File: src/rtl/instr_fetch_unit_if.sv
// ---------------------------------------------------------------------------
// instr_fetch_unit_if
//   Bundles every non-clock/reset signal of the instruction fetch unit:
//   the controller strobes, the instruction-memory req/ack bus and the
//   status/field outputs returned to the controller and datapath.
//
//   Parameters : ADDR_W  PC / instruction-memory address width
//                DATA_W  instruction word width
//
//   Modports   : slave  - the fetch unit's view (strobes and memory
//                         response in; request, fields, status out)
//                master - the surrounding system's view (controller,
//                         memory and datapath side)
//
//   Signals    : loadIR, loadPC, incPC, selA   controller strobes
//                im_req, im_addr               memory read request/address
//                im_ack, im_rdata              memory response (1-cycle ack)
//                opcode, operand               decoded IR fields
//                pc                            current program counter
//                ir_valid, busy                fetch status
//                fetch_err, overrun            error indications
// ---------------------------------------------------------------------------
interface instr_fetch_unit_if #(
  parameter int ADDR_W = 12,
  parameter int DATA_W = 16
);

  // controller strobes
  logic              loadIR;
  logic              loadPC;
  logic              incPC;
  logic              selA;

  // instruction-memory bus
  logic              im_req;
  logic [ADDR_W-1:0] im_addr;
  logic              im_ack;
  logic [DATA_W-1:0] im_rdata;

  // fields and status
  logic [3:0]        opcode;
  logic [ADDR_W-1:0] operand;
  logic [ADDR_W-1:0] pc;
  logic              ir_valid;
  logic              busy;
  logic              fetch_err;
  logic              overrun;

  modport slave (
    input  loadIR, loadPC, incPC, selA,
    input  im_ack, im_rdata,
    output im_req, im_addr,
    output opcode, operand, pc,
    output ir_valid, busy, fetch_err, overrun
  );

  modport master (
    output loadIR, loadPC, incPC, selA,
    output im_ack, im_rdata,
    input  im_req, im_addr,
    input  opcode, operand, pc,
    input  ir_valid, busy, fetch_err, overrun
  );

endinterface

File: src/rtl/instr_fetch_unit.sv
// ---------------------------------------------------------------------------
// instr_fetch_unit
//   Owns the program counter and the instruction register. On a loadIR
//   strobe from the controller it reads the word at the current PC from
//   instruction memory over a req/ack handshake and latches it into IR.
//   The opcode goes back to the controller, the operand to the datapath,
//   and the operand also serves as the jump target for PC loads.
//
//   Parameters : ADDR_W    PC / memory address width (default 12)
//                DATA_W    instruction width (default 16); DATA_W >= ADDR_W+4
//                RESET_PC  PC value after reset (default 0)
//                TIMEOUT   cycles to wait for im_ack before aborting,
//                          legal range 1..65535 (default 255)
//
//   Ports      : clk    rising-edge system clock
//                rst_n  asynchronous active-low reset
//                bus    instr_fetch_unit_if.slave
//                         in : loadIR, loadPC, incPC, selA, im_ack, im_rdata
//                         out: im_req, im_addr, opcode, operand, pc,
//                              ir_valid, busy, fetch_err, overrun
// ---------------------------------------------------------------------------
module instr_fetch_unit #(
  parameter int                ADDR_W   = 12,
  parameter int                DATA_W   = 16,
  parameter logic [ADDR_W-1:0] RESET_PC = '0,
  parameter int                TIMEOUT  = 255
) (
  input  logic                 clk,
  input  logic                 rst_n,
  instr_fetch_unit_if.slave    bus
);

  typedef enum logic [1:0] {
    IDLE = 2'd0,
    REQ  = 2'd1,
    DONE = 2'd2
  } state_t;

  // Last counter value before abort: the request stays up for exactly
  // TIMEOUT cycles when no ack arrives.
  localparam logic [15:0] TIMEOUT_LAST = 16'(TIMEOUT - 1);

  state_t            stateReg;
  logic [ADDR_W-1:0] pcReg;
  logic [ADDR_W-1:0] imAddrReg;
  logic [DATA_W-1:0] irReg;
  logic              imReqReg;
  logic              irValidReg;
  logic              busyReg;
  logic              fetchErrReg;
  logic              overrunReg;
  logic [15:0]       waitCntReg;

  logic [ADDR_W-1:0] operandField;
  logic [3:0]        opcodeField;

  // Fields are taken straight from the registered IR, so the jump target
  // never sees a word that is only arriving on im_rdata this cycle.
  assign operandField = irReg[ADDR_W-1:0];
  assign opcodeField  = irReg[DATA_W-1 -: 4];

  // -------------------------------------------------------------------------
  // Fetch FSM: IDLE -> REQ -> DONE -> IDLE, with a timeout abort REQ -> IDLE.
  // All handshake and status outputs are registered here.
  // -------------------------------------------------------------------------
  always_ff @(posedge clk or negedge rst_n) begin
    if (!rst_n) begin
      stateReg    <= IDLE;
      imAddrReg   <= '0;
      irReg       <= '0;
      imReqReg    <= 1'b0;
      irValidReg  <= 1'b0;
      busyReg     <= 1'b0;
      fetchErrReg <= 1'b0;
      overrunReg  <= 1'b0;
      waitCntReg  <= '0;
    end else begin
      // overrun is a single-cycle pulse unless re-armed below
      overrunReg <= 1'b0;

      case (stateReg)
        // DONE behaves like IDLE so a fetch can start on the very next
        // strobe; ir_valid is kept until a new fetch begins.
        IDLE, DONE: begin
          if (bus.loadIR) begin
            imAddrReg  <= pcReg;
            imReqReg   <= 1'b1;
            busyReg    <= 1'b1;
            irValidReg <= 1'b0;
            waitCntReg <= '0;
            stateReg   <= REQ;
          end else begin
            stateReg   <= IDLE;
          end
        end

        REQ: begin
          // A second fetch request cannot be queued; flag it and drop it.
          if (bus.loadIR) begin
            overrunReg <= 1'b1;
          end

          if (bus.im_ack) begin
            irReg      <= bus.im_rdata;
            imReqReg   <= 1'b0;
            busyReg    <= 1'b0;
            irValidReg <= 1'b1;
            stateReg   <= DONE;
          end else if (waitCntReg == TIMEOUT_LAST) begin
            // Abort: IR keeps its old contents, ir_valid stays low and the
            // error flag is sticky until reset.
            imReqReg    <= 1'b0;
            busyReg     <= 1'b0;
            fetchErrReg <= 1'b1;
            stateReg    <= IDLE;
          end else begin
            waitCntReg <= waitCntReg + 16'd1;
          end
        end

        default: begin
          stateReg <= IDLE;
        end
      endcase
    end
  end

  // -------------------------------------------------------------------------
  // Program counter. Updated every edge independent of the fetch state; the
  // in-flight fetch address is held separately in imAddrReg.
  //   loadPC & selA  : jump to IR operand (wins over incPC)
  //   loadPC & !selA : hold (load-state strobe, no PC effect)
  //   incPC          : increment, wrapping modulo 2^ADDR_W
  // -------------------------------------------------------------------------
  always_ff @(posedge clk or negedge rst_n) begin
    if (!rst_n) begin
      pcReg <= RESET_PC;
    end else if (bus.loadPC) begin
      if (bus.selA) begin
        pcReg <= operandField;
      end
    end else if (bus.incPC) begin
      pcReg <= pcReg + ADDR_W'(1);
    end
  end

  // -------------------------------------------------------------------------
  // Output drive
  // -------------------------------------------------------------------------
  assign bus.im_req    = imReqReg;
  assign bus.im_addr   = imAddrReg;
  assign bus.opcode    = opcodeField;
  assign bus.operand   = operandField;
  assign bus.pc        = pcReg;
  assign bus.ir_valid  = irValidReg;
  assign bus.busy      = busyReg;
  assign bus.fetch_err = fetchErrReg;
  assign bus.overrun   = overrunReg;

endmodule
File: src/flat_wrapper.sv
// flat-port wrapper written by rule: the top's interface ports become plain ports
module instr_fetch_unit_flat 
#(
  parameter int                ADDR_W   = 12,
  parameter int                DATA_W   = 16,
  parameter logic [ADDR_W-1:0] RESET_PC = '0,
  parameter int                TIMEOUT  = 255
)
  (clk, rst_n, bus_loadIR, bus_loadPC, bus_incPC, bus_selA, bus_im_ack, bus_im_rdata, bus_im_req, bus_im_addr, bus_opcode, bus_operand, bus_pc, bus_ir_valid, bus_busy, bus_fetch_err, bus_overrun);
  instr_fetch_unit_if #(.ADDR_W(ADDR_W), .DATA_W(DATA_W)) bus_i ();
  input  logic clk;
  input  logic rst_n;
  input wire logic [$bits(bus_i.loadIR)-1:0] bus_loadIR;
  input wire logic [$bits(bus_i.loadPC)-1:0] bus_loadPC;
  input wire logic [$bits(bus_i.incPC)-1:0] bus_incPC;
  input wire logic [$bits(bus_i.selA)-1:0] bus_selA;
  input wire logic [$bits(bus_i.im_ack)-1:0] bus_im_ack;
  input wire logic [$bits(bus_i.im_rdata)-1:0] bus_im_rdata;
  output wire logic [$bits(bus_i.im_req)-1:0] bus_im_req;
  output wire logic [$bits(bus_i.im_addr)-1:0] bus_im_addr;
  output wire logic [$bits(bus_i.opcode)-1:0] bus_opcode;
  output wire logic [$bits(bus_i.operand)-1:0] bus_operand;
  output wire logic [$bits(bus_i.pc)-1:0] bus_pc;
  output wire logic [$bits(bus_i.ir_valid)-1:0] bus_ir_valid;
  output wire logic [$bits(bus_i.busy)-1:0] bus_busy;
  output wire logic [$bits(bus_i.fetch_err)-1:0] bus_fetch_err;
  output wire logic [$bits(bus_i.overrun)-1:0] bus_overrun;
  assign bus_i.loadIR = bus_loadIR;
  assign bus_i.loadPC = bus_loadPC;
  assign bus_i.incPC = bus_incPC;
  assign bus_i.selA = bus_selA;
  assign bus_i.im_ack = bus_im_ack;
  assign bus_i.im_rdata = bus_im_rdata;
  assign bus_im_req = bus_i.im_req;
  assign bus_im_addr = bus_i.im_addr;
  assign bus_opcode = bus_i.opcode;
  assign bus_operand = bus_i.operand;
  assign bus_pc = bus_i.pc;
  assign bus_ir_valid = bus_i.ir_valid;
  assign bus_busy = bus_i.busy;
  assign bus_fetch_err = bus_i.fetch_err;
  assign bus_overrun = bus_i.overrun;
  instr_fetch_unit #(.ADDR_W(ADDR_W), .DATA_W(DATA_W), .RESET_PC(RESET_PC), .TIMEOUT(TIMEOUT)) u_core (.clk(clk), .rst_n(rst_n), .bus(bus_i));
endmodule
File: config.mk
export PLATFORM = sky130hd
export DESIGN_NAME = instr_fetch_unit_flat
export DESIGN_NICKNAME = d
export VERILOG_FILES = /design/src/rtl/instr_fetch_unit_if.sv /design/src/rtl/instr_fetch_unit.sv /design/src/flat_wrapper.sv
export SDC_FILE = /design/constraint.sdc
export NUM_CORES = 1
export LEC_CHECK = 0
export ABC_AREA = 1
export CAP_MARGIN = 20
export CORE_MARGIN = 3
export CORE_UTILIZATION = 51
export DETAILED_ROUTE_END_ITERATION = 12
export HOLD_SLACK_MARGIN = 0.12
export PLACE_DENSITY = 0.88
export SYNTH_ARGS = -nofsm -noshare
export SYNTH_HDL_FRONTEND = slang
export SYNTH_SLANG_ARGS = --single-unit
File: constraint.sdc
create_clock -name clk -period 1.85 [get_ports clk]
set_clock_uncertainty 0.15 [all_clocks]
set_input_delay 0.185 -clock clk [delete_from_list [all_inputs] [get_ports clk]]
set_output_delay 0.185 -clock clk [all_outputs]
set_load 0.02 [all_outputs]
* Yosys cells after proc, flatten, opt, wreduce, memory -nomap -nowiden
Index checks and enable logic that the tools add are counted.
Word-level totals: flip-flop bits (word level) 62, input bits 23, output and inout port bits 45, word-level logic and storage cells 52
Cells by class: add/subtract/negate cells 2, eq/ne operators 9, multiplexer cells 20, bitwise logic cells 1, reduce and logical (&&, ||, !) cells 11
Operator list (count):
- $mux W16 | 3
- $mux W12 | 3
- $pmux W16 S2 | 1
- $add A16 B1 Y16 const B | 1
- $eq A16 B8 Y1 const B | 1
- $add A12 B1 Y12 const B | 1
- $reduce_and A3 Y1 | 3
- $mux W1 | 8
- $ne A2 B2 Y1 const B | 4
- $reduce_and A2 Y1 | 3
- $mux W2 | 2
- $pmux W1 S2 | 2
- $pmux W2 S2 | 1
- $reduce_and A4 Y1 | 1
- $reduce_bool A2 Y1 | 2
- $ne A3 B2 Y1 const B | 1
- $eq A2 B1 Y1 const B | 1
- $eq A2 B2 Y1 const B | 1
- $logic_not A2 Y1 | 1
- $ne A2 B1 Y1 const B | 1
- $reduce_or A2 Y1 | 1
- $not A1 Y1 | 1

* Logic depth before layout (Yosys ltp)
word-level depth 4, mapped depth 9, depth with buffers taken out 9

* Worst setup path before layout
OpenSTA, ideal clock, no wires.
path type flip-flop to flip-flop, start reg u_core.pcReg[1], in the netlist u_core.bus.pc[1], end reg u_core.pcReg[8], in the netlist u_core.bus.pc[8], library setup time 0.116 ns, arrival 1.456 ns, required time 1.584 ns, path slack 0.127 ns, cell stages (with the launch flop) 9, path buffers 0, clock period less this slack 1.723 ns, cell sequence dfrtp_1 ha_1 nand2_1 nor2_1 nand3_1 o21ai_0 nand3_1 nand2_1 nand2_1
On the way: cells in the longest elaborated chain, start to end 3
Ends and longest elaborated chain:
- start, declared | RTL line instr_fetch_unit.sv:44 | logic [ADDR_W-1:0] pcReg;
- start signal, assigned | RTL line instr_fetch_unit.sv:140 | pcReg <= operandField;
- start signal, assigned | RTL line instr_fetch_unit.sv:143 | pcReg <= pcReg + ADDR_W'(1);
- $add A12 B1 Y12 | RTL line instr_fetch_unit.sv:143
- $mux W12 | RTL line instr_fetch_unit.sv:142 | end else if (bus.incPC) begin
- $mux W12 | RTL line instr_fetch_unit.sv:138 | end else if (bus.loadPC) begin
Every way passes these cells. The select of a mux whose other input is x is not followed. A chain may end at the register's enable or synchronous reset.

* Worst setup path in the final report
start reg u_core.pcReg[11], in the netlist u_core.bus.pc[11], end out bus_pc[11]
RTL lines:
- end, declared | RTL line flat_wrapper.sv:23 | output wire logic [$bits(bus_i.pc)-1:0] bus_pc;
No word-level cell between the ends.

==> metrics.md <==
| Metric | Value |
|---|---|
| Status | `completed` |
| CP bufs+invs | `1` |
| Synth cell types | `28` |
| Total grt overflow | `0` |
| DR pass1 iterations | `5` |
| Largest net degree at the start of global routing | `46` |
| Drc violations | `0` |
| Final hold violation count | `0` |
| Clock slew at reported path FFs | `70 ps` |
| Register area share after synthesis | `approximately half` |
| Htree depth | `3` |
| Initial antenna violation count | `0` |
| Vias in the first global route | `3,058` |
| Setup violators final | `0` |
| First-pass GRT wire length | `14.3 mm` |
| Max incr delay on CP | `650 ps` |
| Worst slew pin tran | `476 ps` |
| Synthesis-to-finish area growth | `32.3%` |
| Number of CTS-inserted buffers | `9` |
| Worst path slowest cell | `clkdlybuf4s50_1` |
| Die Area | `7270 um2` |
| F_max | `560 MHz` |
| Setup WS post-layout | `65.4 ps` |
| Dpl hpwl | `between 6 and 7 mm` |
| Chip height | `85.3 um` |
| Place WS | `around 110 ps` |
| Share of cells above drive strength 1 | `9.65%` |
| Port-buffer cells | `67` |
| WL/cell | `14.7 um` |
| FF+latch count, synth | `62` |
| Tmin final | `between 1500 and 2000 ps` |
| Hold WC Path Type | `primary input to register` |
| Crit end category | `output pin` |
| Max Cap Viol | `0` |
| Final cycle utilization of the critical path | `96.5%` |
| Worst slew margin | `68.2%` |
| Post-CTS Setup Bufs | `0` |
| Clock Latency Late Sink | `350 ps` |
| Io pins | `between 60 and 70` |
| Critical path arrival | `1450 ps` |
| Die X | `85.3 um` |
| Syn Area/Cell | `7.63 um2` |
| Cells after Synth | `420` |
| CTS tree | `yes` |
| Mapped cell area | `3200 um2` |
| Worst path top cell family by delay | `buffers and inverters` |
| Fin cells | `between 500 and 600` |
| Routability cong. | `1.01` |
| Fin nets | `530` |
| WS Path Type | `register to output pin` |
| Yosys warns | `0` |
| CP max FO | `5` |
| Post-Syn Nets | `~450` |
| CP cell instances | `clkdlybuf4s50_1` |
| Clk sink count | `62` |
| CP startpoint kind | `register` |
| Leakage Power | `2.04 nW` |
| DR vias/cell | `5.30` |
| Root buf cell | `clkbuf_8` |
| Number of nets with antenna violations after routing | `0` |
| Final setup TNS | `0 ps` |
| Initial Util | `53.5%` |
| # rows | `28` |
| CP Data Required Time | `1510 ps` |
| RSZ-0062 raised after global routing | `no` |
| PwrDens | `1150 nW/um2` |
| Ant. Diodes | `0` |
| Vias | `3,091` |
| Drt initial violations | `~270` |
| Placed cells | `566` |
| GRT Overall Usage | `25.0%` |
| CORE AREA | `5990 um2` |
| Max-slew violations | `0` |
| VDD IR max | `970 uV` |
| Final wirelength | `between 8 and 9 mm` |
| Clk buf depth | `2` |
-- path summary, 6_finish.rpt --
check,startpoint,end,slack (ps),cells after the start
worst min register to register,u_core.bus.im_addr[1]$_DFFE_PN0P_,u_core.bus.im_addr[1]$_DFFE_PN0P_,330,2
min in group asynchronous,rst_n,u_core.waitCntReg[14]$_DFFE_PN0P_,240,3
worst max-delay path,u_core.bus.pc[11]$_DFFE_PN0P_,bus_pc[11],70,1
worst min-delay path,bus_im_rdata[13],u_core.irReg[13]$_DFFE_PN0P_,220,3
worst max register to register,u_core.waitCntReg[0]$_DFFE_PN0P_,u_core.waitCntReg[10]$_DFFE_PN0P_,150,9
max in group asynchronous,rst_n,u_core.stateReg[0]$_DFFE_PN0P_,640,3
-- sequential cells by signal, indices dropped and copies added (netlist names) --
register              flops
u_core.waitCntReg        16
u_core.bus.busy           1
u_core.bus.im_addr       12
u_core.bus.ir_valid       1
u_core.irReg             16
u_core.bus.fetch_err      1
u_core.stateReg           2
u_core.bus.pc            12
u_core.bus.overrun        1
-- report_power, final --
part / switching (mW) / total, mW / internal, mW
clock: 0.523 / 1.17 / 0.646
sequential: 0.280 / 1.94 / 1.66
combinational: 0.993 / 1.78 / 0.789
total: 1.80 / 4.90 / 3.10
-- stage by stage --
stage                     hold slack, ps  power [mW]  area (um2)  utilization, %
after floorplan                     -261        2.82        3200               -
after global placement              -107        3.68        4030            67.2
after detailed placement            -107        3.73        4030            67.2
after CTS                            220        4.92        4230            70.7
after global routing                 230        5.16        4240            70.8
final                                223        4.90        4240            70.8
-- metal layers --
layer,global-route usage [%],wire (um),up-vias
li1,-,-,1490
met1,29.4,3380,1416
met2,42.0,4270,160
met3,8.35,719,25
met4,9.64,198,0
met5,0,0,-
-- cell usage after synthesis (all sizes together) --
master  instances  area, um2
buf             6       57.6
nand2         151        579
o21ai          43        238
nor2           39        174
or2             3       18.8
nand4           9       56.3
xor2            7       61.3
a21oi           8       40.0
nand3          30        155
ha              3       37.5
dfrtp          62       1550
nor3            4       20.0
a31oi           1       6.26
clkbuf          5       18.8
o22ai           1       6.26
inv            47        176
o21bai          1       7.51
-- area by class of cell --
type	instances	area, um2
Clock buffer	11	141
Clock inverter	4	47.5
Fill cell	455	1750
Inverter	47	176
Multi-Input combinational cell	300	1400
Sequential cell	62	1550
Tap cell	75	93.8
Timing Repair Buffer	84	828
-- cell usage in the layout, fill, tap and decap left out, types with 3 or more instances in the layout --
cell / n
nand2_1: 148
clkdlybuf4s50_1: 64
dfrtp_1: 62
inv_1: 46
nor2_1: 34
o21ai_0: 33
nand3_1: 29
buf_4: 13
clkbuf_8: 10
nand4_1: 9
a21oi_1: 8
xor2_1: 7
o21ai_2: 6
nor3_1: 4
o21ai_1: 4
nor2_4: 3
or2_2: 3
ha_1: 3
-- cell families after synthesis --
family	Yosys count	share of synthesized area (%)
xor+xnor	7	1.91
flops	62	48.4
fa+ha+maj	3	1.17
buf+inv	58	7.89
simple gates	236	31.3
compound gates	54	9.29
-- timing repair --
action / in CTS / in global routing
endpoints found under the hold margin: 62 / 0
setup endpoints to repair: 0 / 2
hold buffers: 2 / 0
gates resized for setup: 0 / 2
Power figures use the tool's default switching activity.
